$ cat src/rtl/sa_feeder.sv
// Buffers one un-skewed operand tile and replays it to the systolic array as skewed lanes followed by the bias phase.
// Optional SA_FEEDER_DBUF_EN adds a shadow tile bank so the next tile can load while the current one plays.
module sa_feeder #(
    parameter int DATA_WIDTH = 8,
    parameter int ROW_NUM    = 8,
    parameter int COL_NUM    = 8,
    parameter int INTER_NUM  = 8
) (
    input  logic                                  clk,
    input  logic                                  rst,
    input  logic                                  in_valid,
    output logic                                  in_ready,
    input  logic [COL_NUM-1:0][DATA_WIDTH-1:0]    in_a,
    input  logic [ROW_NUM-1:0][DATA_WIDTH-1:0]    in_w,
    input  logic [COL_NUM-1:0][DATA_WIDTH-1:0]    in_bias,
    output logic                                  sa_iv_o,
    output logic                                  sa_mac_iv_o,
    output logic                                  sa_bias_iv_o,
    output logic [COL_NUM-1:0][DATA_WIDTH-1:0]    row_A_o,
    output logic [ROW_NUM-1:0][DATA_WIDTH-1:0]    col_W_o,
    output logic [COL_NUM-1:0][DATA_WIDTH-1:0]    bias_col_o,
    output logic                                  busy_o,
    output logic                                  done_o
);

    localparam int MAX_RC = (ROW_NUM > COL_NUM) ? ROW_NUM : COL_NUM;
    localparam int L_LEN  = INTER_NUM + MAX_RC - 1;
    localparam int BW     = $clog2(INTER_NUM) + 1;
    localparam int PW     = $clog2(L_LEN) + 1;
`ifdef SA_FEEDER_DBUF_EN
    localparam int NBANK  = 2;
`else
    localparam int NBANK  = 1;
`endif

    localparam logic [BW-1:0] LAST_BEAT = BW'(INTER_NUM - 1);
    localparam logic [PW-1:0] MAC_LAST  = PW'(L_LEN - 1);
    localparam logic [PW-1:0] BIAS_LAST = PW'(ROW_NUM - 1);
    localparam logic [PW-1:0] TAIL_LAST = PW'(1);

    typedef enum logic [2:0] {
        S_IDLE,
        S_LOAD,
        S_START,
        S_MAC,
        S_GAP,
        S_BIAS,
        S_TAIL
    } state_t;

    typedef logic [COL_NUM-1:0][DATA_WIDTH-1:0] a_vec_t;
    typedef logic [ROW_NUM-1:0][DATA_WIDTH-1:0] w_vec_t;

    state_t           state_q, state_d;
    logic [PW-1:0]    cnt_q, cnt_d;
    logic [BW-1:0]    beat_q, beat_d;
    logic [NBANK-1:0] full_q, full_d;
    logic             rd_bank_q, rd_bank_d;

    a_vec_t buf_a_q [NBANK][INTER_NUM];
    a_vec_t buf_a_d [NBANK][INTER_NUM];
    w_vec_t buf_w_q [NBANK][INTER_NUM];
    w_vec_t buf_w_d [NBANK][INTER_NUM];
    a_vec_t bias_q  [NBANK];
    a_vec_t bias_d  [NBANK];

    logic   sa_iv_q, sa_iv_d;
    logic   mac_iv_q, mac_iv_d;
    logic   bias_iv_q, bias_iv_d;
    logic   busy_q, busy_d;
    logic   done_q, done_d;
    a_vec_t row_a_q, row_a_d;
    w_vec_t col_w_q, col_w_d;
    a_vec_t bias_col_q, bias_col_d;

    logic loading;
    logic xfer;
    logic last_xfer;
    logic wr_bank;
`ifdef SA_FEEDER_DBUF_EN
    logic shadow_full;
`endif

    // While a tile plays, beats land in the shadow bank; otherwise they fill the bank about to play.
    always_comb begin
        loading = (state_q == S_IDLE) || (state_q == S_LOAD);
`ifdef SA_FEEDER_DBUF_EN
        shadow_full = 1'b0;
        for (int b = 0; b < NBANK; b++) begin
            if (1'(b) != rd_bank_q) shadow_full = full_q[b];
        end
        wr_bank  = loading ? rd_bank_q : ~rd_bank_q;
        in_ready = !rst && (loading || !shadow_full);
`else
        wr_bank  = 1'b0;
        in_ready = !rst && loading;
`endif
        xfer      = in_valid && in_ready;
        last_xfer = xfer && (beat_q == LAST_BEAT);
    end

    always_comb begin
        state_d   = state_q;
        cnt_d     = cnt_q;
        beat_d    = beat_q;
        full_d    = full_q;
        rd_bank_d = rd_bank_q;
        buf_a_d   = buf_a_q;
        buf_w_d   = buf_w_q;
        bias_d    = bias_q;
        done_d    = 1'b0;

        if (xfer) begin
            for (int b = 0; b < NBANK; b++) begin
                for (int k = 0; k < INTER_NUM; k++) begin
                    if (1'(b) == wr_bank && beat_q == BW'(k)) begin
                        buf_a_d[b][k] = in_a;
                        buf_w_d[b][k] = in_w;
                    end
                end
                if (1'(b) == wr_bank && last_xfer) begin
                    bias_d[b] = in_bias;
                    full_d[b] = 1'b1;
                end
            end
            beat_d = last_xfer ? '0 : beat_q + BW'(1);
        end

        case (state_q)
            S_IDLE, S_LOAD: begin
                if (xfer) state_d = last_xfer ? S_START : S_LOAD;
            end
            S_START: begin
                state_d = S_MAC;
                cnt_d   = '0;
            end
            S_MAC: begin
                if (cnt_q == MAC_LAST) begin
                    state_d = S_GAP;
                    cnt_d   = '0;
                end else begin
                    cnt_d = cnt_q + PW'(1);
                end
            end
            S_GAP: begin
                state_d = S_BIAS;
                cnt_d   = '0;
            end
            S_BIAS: begin
                if (cnt_q == BIAS_LAST) begin
                    state_d = S_TAIL;
                    cnt_d   = '0;
                end else begin
                    cnt_d = cnt_q + PW'(1);
                end
            end
            S_TAIL: begin
                if (cnt_q == TAIL_LAST) begin
                    done_d = 1'b1;
                    cnt_d  = '0;
                    for (int b = 0; b < NBANK; b++) begin
                        if (1'(b) == rd_bank_q) full_d[b] = 1'b0;
                    end
`ifdef SA_FEEDER_DBUF_EN
                    // The shadow bank always becomes active so a partly loaded tile keeps filling it.
                    rd_bank_d = ~rd_bank_q;
                    state_d   = (shadow_full || last_xfer) ? S_START : S_IDLE;
`else
                    state_d   = S_IDLE;
`endif
                end else begin
                    cnt_d = cnt_q + PW'(1);
                end
            end
            default: state_d = S_IDLE;
        endcase

        sa_iv_d   = (state_d != S_IDLE) && (state_d != S_LOAD);
        busy_d    = sa_iv_d;
        mac_iv_d  = (state_d == S_MAC);
        bias_iv_d = (state_d == S_BIAS);

        row_a_d    = '0;
        col_w_d    = '0;
        bias_col_d = '0;
        // Lane j lags lane 0 by j cycles, giving the diagonal skew the array expects.
        if (state_d == S_MAC) begin
            for (int b = 0; b < NBANK; b++) begin
                for (int k = 0; k < INTER_NUM; k++) begin
                    for (int j = 0; j < COL_NUM; j++) begin
                        if (1'(b) == rd_bank_q && int'(cnt_d) - j == k) row_a_d[j] = buf_a_q[b][k][j];
                    end
                    for (int j = 0; j < ROW_NUM; j++) begin
                        if (1'(b) == rd_bank_q && int'(cnt_d) - j == k) col_w_d[j] = buf_w_q[b][k][j];
                    end
                end
            end
        end
        if (state_d == S_BIAS) begin
            for (int b = 0; b < NBANK; b++) begin
                if (1'(b) == rd_bank_q) bias_col_d = bias_q[b];
            end
        end
    end

    always_ff @(posedge clk) begin
        if (rst) begin
            state_q    <= S_IDLE;
            cnt_q      <= '0;
            beat_q     <= '0;
            full_q     <= '0;
            rd_bank_q  <= 1'b0;
            sa_iv_q    <= 1'b0;
            mac_iv_q   <= 1'b0;
            bias_iv_q  <= 1'b0;
            busy_q     <= 1'b0;
            done_q     <= 1'b0;
            row_a_q    <= '0;
            col_w_q    <= '0;
            bias_col_q <= '0;
        end else begin
            state_q    <= state_d;
            cnt_q      <= cnt_d;
            beat_q     <= beat_d;
            full_q     <= full_d;
            rd_bank_q  <= rd_bank_d;
            sa_iv_q    <= sa_iv_d;
            mac_iv_q   <= mac_iv_d;
            bias_iv_q  <= bias_iv_d;
            busy_q     <= busy_d;
            done_q     <= done_d;
            row_a_q    <= row_a_d;
            col_w_q    <= col_w_d;
            bias_col_q <= bias_col_d;
        end
        buf_a_q <= buf_a_d;
        buf_w_q <= buf_w_d;
        bias_q  <= bias_d;
    end

    assign sa_iv_o      = sa_iv_q;
    assign sa_mac_iv_o  = mac_iv_q;
    assign sa_bias_iv_o = bias_iv_q;
    assign row_A_o      = row_a_q;
    assign col_W_o      = col_w_q;
    assign bias_col_o   = bias_col_q;
    assign busy_o       = busy_q;
    assign done_o       = done_q;

endmodule

$ cat config.mk
export PLATFORM = sky130hd
export DESIGN_NAME = sa_feeder
export DESIGN_NICKNAME = d
export VERILOG_FILES = /design/src/rtl/sa_feeder.sv
export SDC_FILE = /design/constraint.sdc
export NUM_CORES = 1
export LEC_CHECK = 0
export BUFFER_PORTS_ARGS = -buffer_cell sky130_fd_sc_hd__buf_2
export CAP_MARGIN = 25
export CORE_MARGIN = 2
export CORE_UTILIZATION = 40
export CTS_CLUSTER_SIZE = 30
export DETAILED_ROUTE_END_ITERATION = 8
export GPL_ROUTABILITY_DRIVEN = 0
export PLACE_DENSITY_LB_ADDON = 0.3
export SLEW_MARGIN = 20
export SYNTH_ARGS = -nofsm -noshare
export SYNTH_HDL_FRONTEND = slang
export SYNTH_SLANG_ARGS = --single-unit
$ cat constraint.sdc
create_clock -name clk -period 11.5 [get_ports clk]
set_input_delay 1.725 -clock clk [delete_from_list [all_inputs] [get_ports clk]]
set_output_delay 1.725 -clock clk [all_outputs]
set_load 0.005 [all_outputs]
==> impl_metrics.json, run 1 <==
{
  "synthesis.nets": 2929,
  "max_stage_delay_ns": 0.70,
  "grt_pass1_wl_um": 173000,
  "htreeDepth": 4,
  "route.vias.total": 26659,
  "synth_area_um2": 45900,
  "syn_avg_cell_area_um2": 16.9,
  "period_needed_ns": 6.08,
  "p_per_area_nw_per_um2": 179,
  "globalRouteTotalUtil_pct": 19.9,
  "die_x_um": 343,
  "cts_num_sinks": 1296,
  "skew_ns": 0.0309,
  "irDropWorstVdd_v": 0.000162,
  "synth_cell_type_count": 74,
  "placementRows": 124,
  "core-area_um2": 114000,
  "grt_pass1_vias": 26569,
  "clkTransAtPathRegs_ns": 0.06,
  "ys_seq_area_share_pct": 80.2,
  "synth_edf_count": 1088,
  "max_freq_mhz": 165,
  "async_flop_share_pct": 0,
  "drv_cap": 0,
  "setup_ws_ns": 5.42,
  "drive_gt1_share_pct": 22.1,
  "post-place-ws_ns": 4.62,
  "synthCells": 2722,
  "start_util_pct": 40.2,
  "fin_crit_sh_pct": 52.9,
  "routedWlPerCell_um": 24.8,
  "leakage_uw": 0.0184,
  "synth_area_leaders": "edfxtp_1, dfxtp_1, a221oi_1",
  "min-delay-path-class": "reg2reg",
  "numCtsBuffers": 137,
  "remaining_drc_errors": 0,
  "num_io_pins": 393,
  "die_height_um": 343,
  "via_per_inst": 5.57,
  "worstPathRequired_ns": 12.16,
  "cp_cell_sequence": "buf_2 -> or4b_2 -> nor3_1 -> and2_4 -> buf_4 -> a21oi_1 -> o31ai_1 -> nand2_2 -> clkinv_2 -> buf_4 -> nand3_1 -> o22ai_1",
  "areaGrowthSynthToFinish_pct": 18.5,
  "grt.overflow.total": 0,
  "hpwlAfterDp_um": 68700,
  "setup_tns_ns": 0,
  "synth_top_area_share_pct": 71.1,
  "crit_arrival_ns": 6.73,
  "drt_pass1_iterations": 8,
  "dieArea_um2": 118000,
  "hold_buffers": 0,
  "synth_top_cell_by_area": "edfxtp_1",
  "drtIter0Drc": 2461,
  "cts_buffer_depth": 3,
  "status": "complete, no violations",
  "setup-violations-final": 0,
  "drtAntennaViolNets": 0,
  "drt-total-wl_um": 119000,
  "ys.flop_type": "edfxtp_1",
  "slowest_stage": "or4b_2",
  "slew_headroom_pct": 30.5,
  "end_kind": "flip-flop",
  "cts_tree": "built",
  "worst_slew_pin_slew_ns": 1.04,
  "cp_max_fo": 69,
  "layout_common_cells": "edfxtp_1, buf_2, dfxtp_1",
  "final_core_utilization_pct": 47.7,
  "nets": 3364,
  "antenna_found_initial": 39,
  "worstSkewPairLatency_ns": 0.74,
  "post_cts_buffers": 0,
  "total_power_uw": 9720,
  "drv_slew": 0,
  "cts_root_buf": "clkbuf_16",
  "whs_ns": 0.427,
  "critPathKind": "in2reg",
  "cts.repair.resized": 0,
  "final-hold-violation-count": 0,
  "ys_seq_elements": 1296,
  "portBuffers": 392,
  "worstSetupStartpointType": "input pin",
  "grt_max_degree": 70,
  "yosys_warnings": 0,
  "rsz0062_at_grt": "false",
  "final_common_cell": "edfxtp_1",
  "cp_common_cell": "buf_4"
}
power by group:
group          switching (uW)  internal (uW)
clock                    1840           2600
combinational            94.6           33.6
sequential               11.3           5140
total                    1950           7770
Yosys cell counts, types with 30 or more instances:
master and n:
edfxtp_1 1088, dfxtp_1 208, a221oi_1 132, clkbuf_1 124, a21oi_1 122, nand2_1 120, o21ai_0 120, a22oi_1 87
and2_1 80, a222oi_1 69, nor2_1 53, inv_1 39, o22ai_1 33, buf_2 30, nor3_1 30, o221ai_1 30
final timing paths:
check / from / end / slack [ns] / cells past startpoint
max: rst / row_A_o[6]$_SDFF_PP0_ / 5.42 / 12
min: bias_q[22]$_DFFE_PP_ / bias_col_o[22]$_SDFF_PP0_ / 0.43 / 1
max reg2reg: cnt_q[0]$_SDFF_PP0_ / col_W_o[49]$_SDFF_PP0_ / 5.95 / 11
min reg2reg: bias_q[22]$_DFFE_PP_ / bias_col_o[22]$_SDFF_PP0_ / 0.43 / 1
per-stage QoR:
stage	instances	instance area [um^2]
final	4789	54400
after detailed placement	4529	49800
after floorplan	2722	45900
after CTS	4781	54400
after global routing	4786	54400
after global placement	4525	49700
area by class of cell:
| type | instances | area [um^2] |
|---|---|---|
| Clock inverter | 57 | 723 |
| Tap cell | 1512 | 1890 |
| Sequential cell | 1296 | 36800 |
| Timing Repair Buffer | 464 | 2510 |
| Inverter | 39 | 148 |
| Antenna cell | 7 | 17.5 |
| Fill cell | 9676 | 59800 |
| Multi-Input combinational cell | 1219 | 8410 |
| Clock buffer | 195 | 3890 |
layer usage:
| metal | vias up | global-route usage, % | wire length [um] |
|---|---|---|---|
| met5 | - | 0 | 308 |
| met3 | 240 | 5.21 | 10100 |
| met4 | 50 | 6.55 | 2990 |
| met2 | 1063 | 32.4 | 56800 |
| li1 | 11955 | - | - |
| met1 | 13351 | 25.9 | 48600 |
worst max-delay path: cells and delay by family:
family          cells  cell delay, ns
buf+inv             4            1.82
compound gates      3            0.58
simple gates        5            2.36
sequential cells by signal, summed over array words and instances, names as in the netlist:
signal / count
beat_q: 4
cnt_q: 5
buf_w_q: 512
sa_mac_iv_o: 1
buf_a_q: 512
state_q: 3
bias_q: 64
col_W_o: 64
bias_col_o: 64
sa_bias_iv_o: 1
busy_o: 1
done_o: 1
row_A_o: 64
logic make-up (layout without fill, tap and decap cells):
| family | count (synthesis) | count (layout) | synth area share [%] |
|---|---|---|---|
| and+or+nand+nor | 373 | 373 | 4.14 |
| DFF | 1296 | 1296 | 80.2 |
| buffers and inverters | 207 | 755 | 1.81 |
| adders and majority gates | 12 | 12 | 0.327 |
| AOI/OAI and AO/OA | 806 | 806 | 12.9 |
| xor gates and xnor gates | 8 | 8 | 0.153 |
| muxes | 20 | 20 | 0.441 |
| other | 0 | 7 | 0 |
No activity file was read; power rests on OpenSTA's default activity.
==> inputs of run 2 (changes only) <==
ABC_AREA = 1   (was not set)
clock period = 5.9 ns   (was 11.5 ns; I/O delays follow)
==> impl_metrics.json, run 2 <==
{
  "status": "complete, no violations",
  "start_util_pct": 40.2,
  "num_io_pins": 393,
  "synthCells": 3578,
  "antenna_found_initial": 27,
  "core-area_um2": 118000,
  "synth.top_cells.by_count": "edfxtp_1, nand2_1, inv_1, nor2_1, dfxtp_1",
  "setup-violations-final": 0,
  "drt_pass1_iterations": 5,
  "route.vias.total": 28167,
  "die_x_um": 348,
  "grt.overflow.total": 0,
  "synthesis.nets": 3785,
  "globalRouteTotalUtil_pct": 18.8,
  "skew_ns": 0.0235,
  "cts_buffer_depth": 3,
  "worstSkewPairLatency_ns": 0.73,
  "setup_tns_ns": 0,
  "fin_area_um2": 55900,
  "drv_slew": 0,
  "critPathKind": "reg2reg",
  "cts_root_buf": "clkbuf_16",
  "worstPathRequired_ns": 6.47,
  "hold_buffers": 0,
  "place_area_um2": 51300,
  "worstSetupStartpointType": "flip-flop",
  "final_common_cell": "edfxtp_1",
  "leakage_uw": 0.0212,
  "dieArea_um2": 121000,
  "async_flop_share_pct": 0,
  "ys_seq_elements": 1296,
  "die_height_um": 348,
  "post_cts_buffers": 0,
  "whs_ns": 0.328,
  "cts_tree": "built",
  "via_per_inst": 4.95,
  "drv_cap": 0,
  "synth_area_leaders": "edfxtp_1, dfxtp_1, nand2_1",
  "drtIter0Drc": 2195,
  "ys.flop_type": "edfxtp_1",
  "p_seq_share_pct": 53.0,
  "areaGrowthSynthToFinish_pct": 18.1,
  "slew_headroom_pct": 28.1,
  "n_fill_cell": 10194,
  "clkTransAtPathRegs_ns": 0.06,
  "yosysMostFrequentCell": "edfxtp_1",
  "period_needed_ns": 4.39,
  "grt_pass1_wl_um": 170000,
  "p_sw_uw": 3670,
  "p_per_area_nw_per_um2": 339,
  "rsz0062_at_grt": "false",
  "remaining_drc_errors": 0,
  "ys_seq_area_share_pct": 77.8,
  "synth_edf_count": 1088,
  "layout_common_cells": "edfxtp_1, nand2_1, buf_2",
  "dp.cells": 5426,
  "nets": 4237,
  "drtAntennaViolNets": 0,
  "grt_max_degree": 76,
  "irDropWorstVdd_v": 0.000254,
  "p_comb_share_pct": 1.3,
  "numCtsBuffers": 137,
  "p_int_uw": 15300,
  "max_freq_mhz": 228,
  "stdcell_count": 5686,
  "cts.repair.resized": 0,
  "total_power_uw": 18900,
  "htreeDepth": 4,
  "end_kind": "flip-flop",
  "top_regs": "buf_a_q: 512 flops, buf_w_q: 512 flops",
  "routedWlPerCell_um": 20.2,
  "yosys_warnings": 0,
  "synth_top_area_share_pct": 69.0,
  "final-hold-violation-count": 0,
  "drive_gt1_share_pct": 18.3,
  "synth_cell_type_count": 45,
  "placementRows": 126,
  "synth_area_um2": 47300,
  "grt_pass1_vias": 27294,
  "syn_avg_cell_area_um2": 13.2,
  "fin_crit_sh_pct": 74.5,
  "swShare_pct": 19.4,
  "hpwlAfterDp_um": 67300,
  "portBuffers": 392,
  "crit_arrival_ns": 4.96,
  "p_clk_share_pct": 45.8,
  "drt-total-wl_um": 115000,
  "synth_top_cell_by_area": "edfxtp_1",
  "cp_max_fo": 24,
  "min-delay-path-class": "in2reg",
  "cts_num_sinks": 1296,
  "worst_slew_pin_slew_ns": 1.08
}
run 2: worst paths after layout:
check | startpoint | endpoint | slack (ns) | cells after the start
hold reg to reg | bias_q[17]$_DFFE_PP_ | bias_col_o[17]$_SDFF_PP0_ | 0.46 | 2
hold / removal | in_bias[27] | bias_q[27]$_DFFE_PP_ | 0.33 | 1
setup reg to reg | cnt_q[0]$_SDFF_PP0_ | row_A_o[57]$_SDFF_PP0_ | 1.51 | 16
setup / recovery | cnt_q[0]$_SDFF_PP0_ | row_A_o[57]$_SDFF_PP0_ | 1.51 | 16
run 2: power by group through the flow:
stage          clock network (uW)  registers, uW  logic (uW)
2_1_floorplan                   0          10200        49.7
3_3_place_gp                    0          10200         238
3_5_place_dp                    0          10200         245
4_1_cts                      8840          10000         246
5_1_grt                      9200          10000         267
6_report                     8660          10000         241
run 2: cell type report:
type	instances	area, um^2	area share, %
well taps	1536	1920	3.44
clock buffers	196	3940	7.04
diodes	9	22.5	0.0403
multi-input cells	1815	8750	15.7
clock inverters	54	657	1.18
inverters	343	1300	2.32
repair buffers	437	2470	4.41
flip-flops and latches	1296	36800	65.9
run 2: metrics by stage:
stage | setup slack (ns) | utilization [%]
2_1_floorplan | -0.964 | -
6_report | 1.51 | 47.5
3_3_place_gp | 1.49 | 43.4
5_1_grt | 1.04 | 47.4
4_1_cts | 1.52 | 47.4
3_5_place_dp | 1.46 | 43.5
run 2: kinds of logic (layout without fill, tap and decap cells):
kind of cell	count (synthesis)	in the layout	share of synthesized area (%)
simple gates	1475	1475	14.0
compound gates	324	324	3.74
flops	1296	1296	77.8
buf+inv	467	1030	3.99
fa+ha+maj	12	12	0.317
xor+xnor	4	4	0.106
other cells	0	9	0
run 2: metal layers:
metal	track usage, %	wire (um)	vias up
li1	-	-	13360
met3	4.45	8240	190
met2	30.5	53700	909
met5	0	174	-
met1	25.1	49900	13682
met4	6.04	2790	26
run 2: worst max-delay path, cell delays in order, from the launching register on:
cell and delay (ns):
dfxtp_1 0.39, ha_1 0.22, nand2_1 0.10, clkinv_1 0.06
nand2_1 0.10, nand3_1 0.11, nand4_2 0.44, nand2_2 0.60
inv_1 0.17, nand2_1 0.16, nand3_1 0.10, nand2_2 0.45
nand3_1 0.76, o21ai_0 0.40, inv_1 0.06, nand2_1 0.07
a21oi_1 0.06
